$ cat config.mk
export PLATFORM = sky130hd
export DESIGN_NAME = user_out_port_flat
export DESIGN_NICKNAME = d
export VERILOG_FILES = /design/src/rtl/user_out_port_pkg.sv /design/src/rtl/user_out_port_if.sv /design/src/rtl/user_out_port_sync_fifo.sv /design/src/rtl/user_out_port.sv /design/src/flat_wrapper.sv
export SDC_FILE = /design/constraint.sdc
export NUM_CORES = 1
export LEC_CHECK = 0
export BUFFER_PORTS_ARGS = -buffer_cell sky130_fd_sc_hd__buf_2
export CORE_MARGIN = 1
export CORE_UTILIZATION = 50
export DETAILED_ROUTE_END_ITERATION = 16
export PLACE_DENSITY = 0.72
export SYNTH_ARGS = -nofsm -noshare
export SYNTH_HDL_FRONTEND = slang
export SYNTH_SLANG_ARGS = --single-unit
export TNS_END_PERCENT = 10
$ cat constraint.sdc
create_clock -name clk -period 2.3 [get_ports clk]
set_input_delay 0 -clock clk [delete_from_list [all_inputs] [get_ports clk]]
set_output_delay 0 -clock clk [all_outputs]
set_load 0.02 [all_outputs]
$ cat src/rtl/user_out_port_pkg.sv
// Shared constants for the user output port: register-file address map
// and data width of the CPU write bus.
`ifndef USER_OUT_PORT_PKG_SV
`define USER_OUT_PORT_PKG_SV
package user_out_port_pkg;

  localparam int unsigned DATA_W     = 8;
  localparam int unsigned REG_ADDR_W = 2;
  localparam logic [REG_ADDR_W-1:0] REG_ADDR_USER = 2'd3;

endpackage
`endif

$ cat src/rtl/user_out_port_if.sv
// Bus bundle for the user output port: the snooped CPU register write bus
// plus the consumer-side valid/ready handshake and FIFO status.
// master = CPU + consumer side, slave = user_out_port.
interface user_out_port_if
  import user_out_port_pkg::*;
#(
  parameter int unsigned WIDTH = DATA_W,
  parameter int unsigned DEPTH = 4
);
  localparam int unsigned LVL_W = $clog2(DEPTH + 1);

  logic [REG_ADDR_W-1:0] a;
  logic                  ce;
  logic [WIDTH-1:0]      in;
  logic [WIDTH-1:0]      out_data;
  logic                  out_valid;
  logic                  out_ready;
  logic                  full;
  logic [LVL_W-1:0]      level;

  modport master (
    output a, ce, in, out_ready,
    input  out_data, out_valid, full, level
  );

  modport slave (
    input  a, ce, in, out_ready,
    output out_data, out_valid, full, level
  );
endinterface

$ cat src/rtl/user_out_port_sync_fifo.sv
// Synchronous FIFO: registered pointers and count, unreset storage array.
// Head data reads as zero while empty so the output is deterministic.
module sync_fifo #(
  parameter int unsigned WIDTH = 8,
  parameter int unsigned DEPTH = 4
) (
  input  logic                         clk,
  input  logic                         rst_n,
  input  logic                         push,
  input  logic [WIDTH-1:0]             wdata,
  input  logic                         pop,
  output logic [WIDTH-1:0]             rdata,
  output logic [$clog2(DEPTH+1)-1:0]   count
);
  localparam int unsigned PTR_W = $clog2(DEPTH);
  localparam int unsigned CNT_W = $clog2(DEPTH + 1);

  logic [WIDTH-1:0] mem_q [DEPTH];
  logic [PTR_W-1:0] wr_ptr_q, wr_ptr_d;
  logic [PTR_W-1:0] rd_ptr_q, rd_ptr_d;
  logic [CNT_W-1:0] count_q, count_d;

  // Next-state for pointers and count; pointers wrap naturally at DEPTH-1.
  always_comb begin
    wr_ptr_d = wr_ptr_q;
    rd_ptr_d = rd_ptr_q;
    count_d  = count_q;
    if (push) begin
      wr_ptr_d = wr_ptr_q + PTR_W'(1);
    end else begin
      wr_ptr_d = wr_ptr_q;
    end
    if (pop) begin
      rd_ptr_d = rd_ptr_q + PTR_W'(1);
    end else begin
      rd_ptr_d = rd_ptr_q;
    end
    case ({push, pop})
      2'b10:   count_d = count_q + CNT_W'(1);
      2'b01:   count_d = count_q - CNT_W'(1);
      default: count_d = count_q;
    endcase
  end

  // Control state register with synchronous active-low reset.
  always_ff @(posedge clk) begin
    if (!rst_n) begin
      wr_ptr_q <= '0;
      rd_ptr_q <= '0;
      count_q  <= '0;
    end else begin
      wr_ptr_q <= wr_ptr_d;
      rd_ptr_q <= rd_ptr_d;
      count_q  <= count_d;
    end
  end

  // Storage write; the array is intentionally left unreset.
  always_ff @(posedge clk) begin
    if (rst_n && push) begin
      mem_q[wr_ptr_q] <= wdata;
    end
  end

  assign rdata = (count_q != CNT_W'(0)) ? mem_q[rd_ptr_q] : WIDTH'(0);
  assign count = count_q;
endmodule

$ cat src/rtl/user_out_port.sv
// User output port: snoops CPU writes to the user register address,
// queues them in a FIFO and hands them to the consumer via valid/ready.
// Optional sticky overflow flag enabled by macro USER_OUT_PORT_OVF_EN.
module user_out_port
  import user_out_port_pkg::*;
#(
  parameter int unsigned DEPTH = 4,
  parameter int unsigned WIDTH = DATA_W
) (
  input  logic clk,
  input  logic rst_n,
  user_out_port_if.slave bus
`ifdef USER_OUT_PORT_OVF_EN
  ,
  output logic overflow
`endif
);
  localparam int unsigned CNT_W = $clog2(DEPTH + 1);

  logic             wr_s;
  logic             pop_s;
  logic             push_s;
  logic             full_s;
  logic             valid_s;
  logic [CNT_W-1:0] count_s;
  logic [WIDTH-1:0] rdata_s;

  assign valid_s = (count_s != CNT_W'(0));
  assign full_s  = (count_s == CNT_W'(DEPTH));
  assign wr_s    = bus.ce && (bus.a == REG_ADDR_USER);
  assign pop_s   = valid_s && bus.out_ready;
  // A write into a full FIFO only lands if the head leaves on the same edge.
  assign push_s  = wr_s && (!full_s || pop_s);

  sync_fifo #(
    .WIDTH (WIDTH),
    .DEPTH (DEPTH)
  ) u_fifo (
    .clk   (clk),
    .rst_n (rst_n),
    .push  (push_s),
    .wdata (bus.in),
    .pop   (pop_s),
    .rdata (rdata_s),
    .count (count_s)
  );

  assign bus.out_data  = rdata_s;
  assign bus.out_valid = valid_s;
  assign bus.full      = full_s;
  assign bus.level     = count_s;

`ifdef USER_OUT_PORT_OVF_EN
  logic overflow_q, overflow_d;

  // Overflow next-state: set on a dropped write, otherwise hold.
  always_comb begin
    overflow_d = overflow_q;
    if (wr_s && full_s && !pop_s) begin
      overflow_d = 1'b1;
    end else begin
      overflow_d = overflow_q;
    end
  end

  // Sticky overflow register, cleared only by reset.
  always_ff @(posedge clk) begin
    if (!rst_n) begin
      overflow_q <= 1'b0;
    end else begin
      overflow_q <= overflow_d;
    end
  end

  assign overflow = overflow_q;
`endif
endmodule
$ cat src/flat_wrapper.sv
// flat-port wrapper written by rule: the top's interface ports become plain ports
module user_out_port_flat import user_out_port_pkg::*;
#(
  parameter int unsigned DEPTH = 4,
  parameter int unsigned WIDTH = DATA_W
)
  (clk, rst_n, bus_a, bus_ce, bus_in, bus_out_ready, bus_out_data, bus_out_valid, bus_full, bus_level);
  user_out_port_if #(.WIDTH(WIDTH), .DEPTH(DEPTH)) bus_i ();
  input  logic clk;
  input  logic rst_n;
  input wire logic [$bits(bus_i.a)-1:0] bus_a;
  input wire logic [$bits(bus_i.ce)-1:0] bus_ce;
  input wire logic [$bits(bus_i.in)-1:0] bus_in;
  input wire logic [$bits(bus_i.out_ready)-1:0] bus_out_ready;
  output wire logic [$bits(bus_i.out_data)-1:0] bus_out_data;
  output wire logic [$bits(bus_i.out_valid)-1:0] bus_out_valid;
  output wire logic [$bits(bus_i.full)-1:0] bus_full;
  output wire logic [$bits(bus_i.level)-1:0] bus_level;
  assign bus_i.a = bus_a;
  assign bus_i.ce = bus_ce;
  assign bus_i.in = bus_in;
  assign bus_i.out_ready = bus_out_ready;
  assign bus_out_data = bus_i.out_data;
  assign bus_out_valid = bus_i.out_valid;
  assign bus_full = bus_i.full;
  assign bus_level = bus_i.level;
  user_out_port #(.DEPTH(DEPTH), .WIDTH(WIDTH)) u_core (.clk(clk), .rst_n(rst_n), .bus(bus_i));
endmodule
==> results of run 1 <==
[where the power goes]
| group | switching [mW] | internal, mW | total [mW] | leakage [nW] |
|---|---|---|---|---|
| registers | 0.00870 | 0.805 | 0.813 | 0.363 |
| clock network | 0.214 | 0.226 | 0.440 | 0.0399 |
| logic | 0.0509 | 0.0496 | 0.100 | 0.390 |
[routing by layer]
metal,share of wire,track usage
met5,0,0
met4,0.0048,0.0667
met3,0.033,0.0683
met2,0.53,0.302
met1,0.43,0.212
[final timing paths]
check / slack, ns / cells after the start / end
max: 0.12 / 6 / u_core.u_fifo.count[2]
max reg2reg: 0.12 / 6 / u_core.u_fifo.count[2]
min: 0.19 / 4 / register
min reg2reg: 0.53 / 2 / u_core.u_fifo.wr_ptr_q[1]
[sequential cells by signal, indices dropped and copies added (netlist names), named ones only]
| register | count |
|---|---|
| u_core.u_fifo.count | 3 |
| u_core.u_fifo.mem_q | 32 |
| u_core.u_fifo.rd_ptr_q | 2 |
| u_core.u_fifo.wr_ptr_q | 2 |
[metrics by stage]
step / worst slack, ns / hold slack, ns / total power, mW
finish: 0.117 / 0.186 / 1.35
global route: 0.0318 / 0.188 / 1.41
CTS: 0.108 / 0.180 / 1.37
detailed placement: 0.138 / 0.224 / 0.920
global placement: 0.228 / 0.211 / 0.915
floorplan: 0.0461 / 0.0989 / 0.888
[worst reg2reg max path: stages (launching register included)]
cell     delay [ns]
dfxtp_2        0.43
or3_4          0.24
nand3_1        0.11
fa_1           0.44
or3_1          0.38
and3_1         0.18
o31a_1         0.29
[cell usage after synthesis]
cell type	count
and3_1	5
nand3_2	1
a21oi_1	5
or3_1	1
nor2_1	4
buf_6	1
fa_1	1
inv_1	5
nand3_1	4
o21ai_0	2
a211oi_1	1
clkbuf_1	2
nor3b_2	1
buf_2	5
o31a_1	1
mux4_2	8
xor2_1	1
nand2_2	1
dfxtp_1	9
ha_1	4
and2_1	12
and3b_1	1
mux2i_1	1
a21oi_2	1
o2111ai_1	1
o21a_1	1
xnor2_1	5
nor4_1	1
nand2_1	2
edfxtp_1	32
or3_4	1
[logic make-up (layout without fill, tap and decap cells)]
group | Yosys count | count (layout) | synth area share
flops | 41 | 41 | 0.633
simple gates | 34 | 34 | 0.117
buf+inv | 13 | 49 | 0.0347
compound gates | 12 | 12 | 0.0423
mux | 9 | 9 | 0.105
xor+xnor | 6 | 6 | 0.0291
fa+ha+maj | 5 | 5 | 0.0389
[cell type report]
cell class	instances	area share
Tap cell	46	0.0271
Sequential cell	41	0.539
Clock inverter	2	0.0159
Clock buffer	6	0.0194
Inverter	5	0.00884
Timing Repair Buffer	36	0.107
Multi-Input combinational cell	66	0.282
[repair_timing]
item,in CTS,in global routing
hold buffers,9,0
setup buffers,0,0
hold endpoints to repair,34,0
resized for setup,0,0
==> flow_summary.toml, run 1 <==
[run_status]
status = "finished clean"

[logic_synthesis]
yosysWarnings = 0
yosysTopAreaCell = "edfxtp_1"
syn_inst = 120
avgSynthCellArea_um2 = 15.0
synthTopCellsByArea = "edfxtp_1 53%, dfxtp_1 10%, mux4_2 10%, and2_1 4.2%, ha_1 2.8%"
ys_types = 31
seq_area_frac_synth = 0.633
synth_top_area_frac = 0.533
syn_nets = 139
syn-cell-area_um2 = 1800
ys_seq_elements = 41

[critical_path]
required_ns = 2.53
startpoint_type = "register"
path_cells = "or3_4 -> nand3_1 -> fa_1 -> or3_1 -> and3_1 -> o31a_1"
cp_slowest_cell = "fa_1"
worst_path_dominant_cell_family = "simple AND/OR/NAND/NOR gates"
critPathCaptureType = "register"
r2r-start = "u_core.u_fifo.count[0]"
cp_num_buf_inv = 0
crit_start = "u_core.u_fifo.count[0]"
cp_max_fo = 12
worst_ep_arrival_time_ns = 2.41
crit_type = "reg2reg"
max_stage_delay_ns = 0.44

[floorplanning]
die_area_um2 = 3850
start_util = 0.532
io_pins = 27
core_um2 = 3390
die_h_um = 62.1
die_x_um = 62.1
rows = 21

[global_route]
gr-total-overflow = 0
grt_start_max_net_pins = 14
grt_usage = 0.181
antenna_found_initial = 0
grt_pass1_vias = 992
grt_pass1_wl_mm = 4.60

[final_layout]
register_area_um2 = 1140
mostFrequentLayoutCells = "32 x edfxtp_1, 26 x buf_2, 12 x and2_1"
final_util = 0.626
areaGrowthSynthToFinish_pct = 17.8
multi_input_area_um2 = 599
fin_area_um2 = 2120
fin_cells = 202
final_common_cell = "edfxtp_1"
diodes = 0
final_nets = 174
fillCellCount = 259
drive_above_1_share = 0.314

[sta]
post-route-period-util = 0.949
max_freq_ghz = 0.458
rsz0062_at_grt = "false"
layout_min_cycle_time_ns = 2.18
tightest_slew_ns = 0.555
slew_headroom = 0.629
final-setup-viol-count = 0
fin_skew_ns = 0.00673
drv_slew = 0
hold_viol = 0
tns_ns = 0

[clocking]
cts_buffers = 5
cts_tree = "built"
root_buffer = "clkbuf_4"
clk_latency_ns = 0.34
ctsLongestPathBuffers = 2
htreeDepth = 2
cts_sinks = 41
path_clk_slew_ns = 0.11

[worst_hold_path]
hold_path.class = "in2reg"
hold_start = "bus_out_ready"

[pwr]
p_per_area_nw_per_um2 = 638
p_leak_nw = 0.792
irDropWorstVdd_v = 0.000357

[place]
post_dp_cell_area_um2 = 1960
dpl.hpwl_mm = 2.06
dp.cells = 185
routabilityCongestion = 0.670
port_buffers = 26

[drt]
drt-total-wl_mm = 3.10
drt_iter0_markers = 42
viasPerCell = 5.21
ant_nets = 0
dr.pass1.iters = 4
drc = 0
wl_per_cell_um = 15.3
vias = 1052

[run]
max_cap_violations = 0
Note: power is estimated with default switching activity, not from simulation.
==> run 2: changes to the inputs <==
Settings changed: BUFFER_PORTS_ARGS -buffer_cell sky130_fd_sc_hd__buf_2 to -buffer_cell sky130_fd_sc_hd__buf_4.
==> flow_summary.toml, run 2 (same netlist as run 1, synthesis figures left out) <==
[sta]
final-setup-viol-count = 0
holdWs_ns = 0.126
max_freq_ghz = 0.486
tns_ns = 0
tightest_slew_ns = 0.564
layout_min_cycle_time_ns = 2.06
rsz0062_at_grt = "false"
setup_slack_ns = 0.244
post-route-period-util = 0.894
drv_slew = 0
slew_headroom = 0.623
fin_skew_ns = 0.00792
hold_viol = 0

[drt]
drc = 0
ant_nets = 0
vias = 1037
drt_iter0_markers = 24
drt-total-wl_mm = 3.10
wl_per_cell_um = 15.3
viasPerCell = 5.11
dr.pass1.iters = 4

[pwr]
p_total_mw = 1.39
p_per_area_nw_per_um2 = 631
p_leak_nw = 0.809
irDropWorstVdd_v = 0.000452

[clocking]
cts_tree = "built"
cts_buffers = 5
path_clk_slew_ns = 0.12
root_buffer = "clkbuf_4"
cts_sinks = 41
htreeDepth = 2
clk_latency_ns = 0.35
ctsLongestPathBuffers = 2

[place]
routabilityCongestion = 0.815
post_dp_cell_area_um2 = 2030
pre_cts_ws_ns = 0.270
port_buffers = 26
dp.cells = 186
dpl.hpwl_mm = 2.04

[critical_path]
required_ns = 2.54
path_cells = "or3_4 -> nand3_1 -> fa_1 -> or3_1 -> and3_1 -> o31a_1"
cp_max_fo = 9
cp_slowest_cell = "dfxtp_2"
critPathCaptureType = "register"
r2r_cells = 6
worst_ep_arrival_time_ns = 2.30
startpoint_type = "register"
crit_type = "reg2reg"
max_stage_delay_ns = 0.44

[global_route]
grt_usage = 0.182
grt_pass1_vias = 993
gr-total-overflow = 0
grt_start_max_net_pins = 15
antenna_found_initial = 0
grt_pass1_wl_mm = 4.66

[floorplanning]
die_h_um = 62.1
io_pins = 27
start_util = 0.532
die_area_um2 = 3850
core_um2 = 3390
rows = 21
die_x_um = 62.1

[final_layout]
drive_above_1_share = 0.331
final_nets = 175
regMostFlops = "u_core.u_fifo.mem_q"
final_util = 0.650
final_common_cell = "edfxtp_1"
mostFrequentLayoutCells = "32 x edfxtp_1, 28 x buf_4, 12 x and2_1"
diodes = 0
areaGrowthSynthToFinish_pct = 22.3
largest_reg_flops = 32
fin_area_um2 = 2200
fin_cells = 203

[worst_hold_path]
holdPathStages = 4
hold_path.class = "in2reg"

[run_status]
status = "finished clean"

[run]
max_cap_violations = 0
-- run 2: cell types whose count changed in the layout (fill, tap and decap cells not counted) --
cell	delta
clkinv_1	-1
clkbuf_1	-1
buf_4	+27
buf_2	-26
clkinvlp_4	+1
clkinv_4	+1
-- run 2: worst paths after layout --
kind                             start                        end  slack, ns
min                      bus_out_ready     u_core.u_fifo.count[0]       0.13
min reg2reg  u_core.u_fifo.wr_ptr_q[1]  u_core.u_fifo.wr_ptr_q[1]       0.52
max             u_core.u_fifo.count[1]     u_core.u_fifo.count[2]       0.24
max reg2reg     u_core.u_fifo.count[1]     u_core.u_fifo.count[2]       0.24
-- run 2: critical path: cells and delay by family (launching register included) --
family / cells / cell delay, ns
AND/OR/NAND/NOR: 4 / 0.80
flip-flops: 1 / 0.44
adder cells (fa/ha/maj): 1 / 0.44
AO/OA/AOI/OAI: 1 / 0.28
-- run 2: layer usage --
layer	vias to the layer above	GRT usage	share of wire
li1	516	-	-
met1	498	0.221	0.42
met2	19	0.298	0.53
met3	4	0.0663	0.035
met4	0	0.0667	0.016
met5	-	0	0
-- run 2: repair_timing --
item / in CTS / in global routing
resized for setup: 0 / 0
buffers inserted: 0 / 0
hold buffers: 9 / 0
hold endpoints to repair: 41 / 0
-- run 2: area by class of cell --
type	count	area [um^2]
fill	254	1180
clock inverter	3	46.3
multi-input combinational	66	599
inverter	5	18.8
clock buffer	5	37.5
timing repair buffer	37	300
tap	46	57.6
sequential	41	1140
-- run 2: power by group --
group / leakage, nW / internal (mW) / switching (mW)
clock: 0.0414 / 0.230 / 0.235
combinational: 0.405 / 0.0610 / 0.0519
sequential: 0.363 / 0.805 / 0.00860
